File: src/rtl/alu_pkg.sv
// Shared definitions for the ALU shift path: shift-op codes and sequencer states.
package alu_pkg;

    localparam logic [1:0] OP_LSR = 2'b00;
    localparam logic [1:0] OP_ASR = 2'b01;
    localparam logic [1:0] OP_LSL = 2'b10;
    localparam logic [1:0] OP_ROR = 2'b11;

    typedef enum logic [1:0] {
        S_IDLE,
        S_SHIFT,
        S_DONE
    } state_e;

endpackage

File: src/rtl/alu_shift_sequencer_shift_step.sv
// Single-bit shift stage: one 1-bit LSR/ASR/LSL/ROR step plus the bit shifted out.
module unsigned_right_shift #(
    parameter int W = 8
) (
    input  logic [W-1:0] data_i,
    output logic [W-1:0] data_o,
    output logic         cout_o
);
    assign data_o = {1'b0, data_i[W-1:1]};
    assign cout_o = data_i[0];
endmodule

module signed_right_shift #(
    parameter int W = 8
) (
    input  logic [W-1:0] data_i,
    output logic [W-1:0] data_o,
    output logic         cout_o
);
    assign data_o = {data_i[W-1], data_i[W-1:1]};
    assign cout_o = data_i[0];
endmodule

module shift_step
    import alu_pkg::*;
#(
    parameter int W = 8
) (
    input  logic [W-1:0] data_i,
    input  logic [1:0]   op_i,
    output logic [W-1:0] data_o,
    output logic         cout_o
);
    logic [W-1:0] lsr_data, asr_data;
    logic         lsr_c, asr_c;

    unsigned_right_shift #(.W(W)) u_lsr (
        .data_i (data_i),
        .data_o (lsr_data),
        .cout_o (lsr_c)
    );

    signed_right_shift #(.W(W)) u_asr (
        .data_i (data_i),
        .data_o (asr_data),
        .cout_o (asr_c)
    );

    always_comb begin
        data_o = lsr_data;
        cout_o = lsr_c;
        case (op_i)
            OP_LSR: begin
                data_o = lsr_data;
                cout_o = lsr_c;
            end
            OP_ASR: begin
                data_o = asr_data;
                cout_o = asr_c;
            end
            OP_LSL: begin
                data_o = {data_i[W-2:0], 1'b0};
                cout_o = data_i[W-1];
            end
            default: begin
                data_o = {data_i[0], data_i[W-1:1]};
                cout_o = data_i[0];
            end
        endcase
    end
endmodule

File: src/rtl/alu_shift_sequencer.sv
// Multi-cycle shift sequencer: one 1-bit step per clock with start/busy/done handshake.
module alu_shift_sequencer
    import alu_pkg::*;
#(
    parameter int WIDTH = 8,
    parameter int AMT_W = 3
) (
    input  logic             clk,
    input  logic             rst_n,
    input  logic             start,
    input  logic [1:0]       op,
    input  logic [WIDTH-1:0] operand,
    input  logic [AMT_W-1:0] amount,
    output logic             busy,
    output logic             done,
    output logic [WIDTH-1:0] result,
    output logic             carry,
    output logic             zero
);
    state_e             state_q, state_d;
    logic [WIDTH-1:0]   work_q, work_d;
    logic [1:0]         op_q, op_d;
    logic [AMT_W-1:0]   cnt_q, cnt_d;
    logic [WIDTH-1:0]   result_q, result_d;
    logic               carry_q, carry_d;
    logic               zero_q, zero_d;

    logic [WIDTH-1:0]   step_data;
    logic               step_c;

    shift_step #(.W(WIDTH)) u_step (
        .data_i (work_q),
        .op_i   (op_q),
        .data_o (step_data),
        .cout_o (step_c)
    );

    always_comb begin
        state_d  = state_q;
        work_d   = work_q;
        op_d     = op_q;
        cnt_d    = cnt_q;
        result_d = result_q;
        carry_d  = carry_q;
        zero_d   = zero_q;
        case (state_q)
            S_IDLE: begin
                if (start) begin
                    work_d = operand;
                    op_d   = op;
                    cnt_d  = amount;
                    if (amount == '0) begin
                        state_d  = S_DONE;
                        result_d = operand;
                        carry_d  = 1'b0;
                        zero_d   = (operand == '0);
                    end else begin
                        state_d = S_SHIFT;
                    end
                end
            end
            S_SHIFT: begin
                work_d = step_data;
                cnt_d  = cnt_q - 1'b1;
                // Final step: outputs are captured from the step result directly.
                if (cnt_q == AMT_W'(1)) begin
                    state_d  = S_DONE;
                    result_d = step_data;
                    carry_d  = step_c;
                    zero_d   = (step_data == '0);
                end
            end
            S_DONE:  state_d = S_IDLE;
            default: state_d = S_IDLE;
        endcase
    end

    always_ff @(posedge clk) begin
        if (!rst_n) begin
            state_q  <= S_IDLE;
            work_q   <= '0;
            op_q     <= '0;
            cnt_q    <= '0;
            result_q <= '0;
            carry_q  <= 1'b0;
            zero_q   <= 1'b0;
        end else begin
            state_q  <= state_d;
            work_q   <= work_d;
            op_q     <= op_d;
            cnt_q    <= cnt_d;
            result_q <= result_d;
            carry_q  <= carry_d;
            zero_q   <= zero_d;
        end
    end

    assign busy   = (state_q != S_IDLE);
    assign done   = (state_q == S_DONE);
    assign result = result_q;
    assign carry  = carry_q;
    assign zero   = zero_q;
endmodule
File: config.mk
export PLATFORM = sky130hd
export DESIGN_NAME = alu_shift_sequencer
export DESIGN_NICKNAME = d
export VERILOG_FILES = /design/src/rtl/alu_pkg.sv /design/src/rtl/alu_shift_sequencer_shift_step.sv /design/src/rtl/alu_shift_sequencer.sv
export SDC_FILE = /design/constraint.sdc
export NUM_CORES = 1
export LEC_CHECK = 0
export CORE_MARGIN = 3
export CORE_UTILIZATION = 40
export CTS_CLUSTER_DIAMETER = 30
export DETAILED_ROUTE_END_ITERATION = 16
export GPL_TIMING_DRIVEN = 0
export PLACE_DENSITY = 0.64
export SYNTH_ARGS = -nofsm -noshare
export SYNTH_HDL_FRONTEND = slang
export SYNTH_SLANG_ARGS = --single-unit
File: constraint.sdc
create_clock -name clk -period 2.8 [get_ports clk]
set_input_delay 0.56 -clock clk [delete_from_list [all_inputs] [get_ports clk]]
set_output_delay 0.56 -clock clk [all_outputs]
set_load 0.05 [all_outputs]
==> metrics.txt <==
cells after synthesis 141; top library cells by usage in the layout, fill and taps aside sky130_fd_sc_hd__clkdlybuf4s50_1 (26), sky130_fd_sc_hd__dfxtp_1 (25), sky130_fd_sc_hd__nand2_1 (18); final sum of negative setup slack 0 ns; final critical-path share of the clock period between 80% and 90%; antenna violations before repair 0; largest net degree at the start of global routing 14; normalized max-slew margin 66.62%; die footprint ~3800 µm²; setup clock skew after layout about 0.0023 ns; start-to-end type of the worst setup path flip-flop to output pin; R2R setup slack 1.19 ns; count of pins over their slew limit 0; final antenna-violating net count 0; area share of the leading cell type in the synthesized netlist approximately 40%; dominant combinational cell family by area after synthesis simple AND/OR/NAND/NOR gates; Setup crit end kind output pin; footprint of the multi-input gates 680.7 µm²; number of enable-type register cells in the synthesized netlist 0; number of register bits inferred by synthesis 25; average routed wire per standard cell 14.01 µm; clock tree root buffer cell sky130_fd_sc_hd__clkbuf_4; overall die height about 62 µm; post-CTS setup buffer count 0; worst slew pin tran between 0.4 and 0.5 ns; global route total overflow 0; clk_lat worst skew roughly 0.32 ns; run status complete, no violations; core footprint around 2900 µm²; half-perimeter wire length after placement approximately 2.2 mm; number of detailed-routing iterations run before antenna repair 4; Hold Violations, Final 0; maximum VDD drop 293.8 µV; share of cells above drive strength 1 12.28%; setup repair after global routing missed its margin no; Clk pwr share ~20%; Critical Path AT around 1.8 ns; most common flop cell mapped by yosys sky130_fd_sc_hd__dfxtp_1; clock net sink count 25; Achievable Freq between 0.4 and 0.5 GHz; Final Hold Slack 0.4798 ns; count of boundary I/O pins 28; area overhead of the layout relative to synthesis 26.05%; clock tree from TritonCTS done; Net Count, Synth roughly 160; DR DRC count 0; reported leakage power approximately 0.58 nW; fill cell total of the finished layout 287; global-route wire length before repair 4.836 mm; Worst EP required between 2 and 2.5 ns; via count of the first global-routing pass 1088; reported max-cap violation count 0; number of inserted diodes 0; Avg Vias per Cell 5.530; count of buffers inserted at the top-level ports 26; Max FO, Critical Path 10; proportion of register bits with asynchronous set or reset after synthesis 0%; endpoints failing setup 0; Distinct cells, synth 36; compound-gate portion of the synthesized area 18.14%; H-tree depth 1; Worst Hold Path Cells 2; simple-gate share of the synthesized area 20.84%; post_cts resized 0; final estimated routing congestion in global placement 0.8707; sequential fraction of design power between 50% and 60%; area of the mapped netlist about 1200 µm²; startpoint of the worst setup timing path state_q[1]$_SDFFE_PN0P_; total power divided by cell area a little over 500 nW/µm²; commonest non-fill, non-tap cell in the layout sky130_fd_sc_hd__clkdlybuf4s50_1; post-synthesis share of cell area spent on xor and xnor gates 0%; CTS hold repair buffers 0; number of cells on the worst reg-to-reg path 6; kind of path behind the tightest hold check flip-flop to flip-flop; number of vias after detailed routing 1117; post-placement cell area 1548 µm²; multiplexer share of the synthesized area 13.53%; DRT Wirelength about 2.8 mm; initial detailed-routing violation count 53; nets@finish between 150 and 200; Global Route Usage Sum 17.05%; sequential area share after synthesis 40.08%; final period demand of the worst path 2.328 ns; startpoint class of the critical path flip-flop; hold endpoint result[3]$_SDFFE_PN0P_; top post-synthesis cells by area sky130_fd_sc_hd__dfxtp_1 (40%), sky130_fd_sc_hd__o22ai_1 (7.5%), sky130_fd_sc_hd__mux2i_1 (7.2%), sky130_fd_sc_hd__mux2_2 (6.3%), sky130_fd_sc_hd__nand2_1 (5.4%); average footprint of a synthesized cell 8.856 µm²; cell internal pwr 0.0005461 W; deepest clock path buffer count 2; FP Rows 19; total area of sequential cells 500.5 µm²; synthesized-area fraction occupied by adder cells 2.004%; Clk pin slew, worst setup/hold paths 0.13 ns; starting utilization of the core area 43.77%; startpoint of the lowest-slack hold path result[3]$_SDFFE_PN0P_; part of the power in combinational logic 29.0%; cts bufs inserted 3; FF-to-FF End carry$_SDFFE_PN0P_; post-route cell area ~1600 µm²; switching power of the nets roughly 0.00026 W; Switching Share 32.19%; synth warn 0; worst reg2reg startpoint state_q[1]$_SDFFE_PN0P_; largest area contributor in the netlist sky130_fd_sc_hd__dfxtp_1; die boundary width 61.87 µm
[critical path, cell delays in order, from the launching register on]
cell                              delay (ns)
sky130_fd_sc_hd__dfxtp_1                0.32
sky130_fd_sc_hd__buf_2                  0.16
sky130_fd_sc_hd__or2_2                  0.27
sky130_fd_sc_hd__clkdlybuf4s50_1        0.70
[per-stage QoR]
step           worst slack, ns  std cells  utilization [%]  power (W)
3_5_place_dp            0.5152        198            54.25  0.0006514
4_1_cts                 0.4670        202            55.18  0.0008080
2_1_floorplan            1.074        141                -  0.0005779
5_1_grt                 0.3803        202            55.18  0.0008506
6_report                0.4718        202            55.18  0.0008053
3_3_place_gp            0.5300        198            54.25  0.0006466
[per-layer routing]
metal,share of wire (%),global-route usage (%),up-vias,wire length [µm]
met1,46,21.69,526,1315
met4,1.6,6.364,0,44
met3,4.1,3.099,5,117
met2,48,28.70,22,1354
met5,0,0,-,0
li1,-,-,564,-
[how the worst max path moves through the flow]
stage | endpoint | slack (ns)
floorplan | done | 1.07
global placement | carry$_SDFFE_PN0P_ | 0.53
detailed placement | carry$_SDFFE_PN0P_ | 0.52
CTS | busy | 0.47
global route | done | 0.38
finish | busy | 0.47
[cell usage after synthesis (2+ instances only)]
library cell / instances
sky130_fd_sc_hd__dfxtp_1: 25
sky130_fd_sc_hd__nand2_1: 18
sky130_fd_sc_hd__o22ai_1: 15
sky130_fd_sc_hd__nor2_1: 11
sky130_fd_sc_hd__mux2i_1: 9
sky130_fd_sc_hd__mux2_2: 7
sky130_fd_sc_hd__nand2b_1: 5
sky130_fd_sc_hd__a211oi_1: 4
sky130_fd_sc_hd__inv_1: 4
sky130_fd_sc_hd__nor2b_1: 4
sky130_fd_sc_hd__o21ai_0: 4
sky130_fd_sc_hd__a21oi_1: 3
sky130_fd_sc_hd__buf_2: 3
sky130_fd_sc_hd__clkbuf_1: 3
sky130_fd_sc_hd__nor3_1: 3
sky130_fd_sc_hd__buf_6: 2
sky130_fd_sc_hd__ha_1: 2
[cell families after synthesis]
logic type | after synthesis
compound gates | 33
buf+inv | 13
flops | 25
simple gates | 52
mux | 16
fa+ha+maj | 2
[sequential cells by signal, indices dropped and copies added (netlist names)]
| signal | flops |
|---|---|
| state_q | 2 |
| carry | 1 |
| result | 8 |
| cnt_q | 3 |
| zero | 1 |
| op_q | 2 |
| work_q | 8 |
[power groups by stage]
stage / Combinational, W / Sequential, W / Clock [W]
2_1_floorplan: 0.000143 / 0.000435 / 0
3_3_place_gp: 0.000231 / 0.000415 / 0
3_5_place_dp: 0.000235 / 0.000417 / 0
4_1_cts: 0.000236 / 0.000409 / 0.000164
5_1_grt: 0.000259 / 0.000414 / 0.000178
6_report: 0.000234 / 0.000409 / 0.000163
[final cells by class]
| class | instances | share of cell area, % |
|---|---|---|
| clock buffers | 4 | 1.669 |
| inverters | 5 | 1.192 |
| plain buffers | 8 | 3.100 |
| repair buffers | 26 | 16.53 |
| multi-input cells | 103 | 43.24 |
| well taps | 31 | 2.464 |
| flip-flops and latches | 25 | 31.80 |
(Power assumes the default switching activity.)
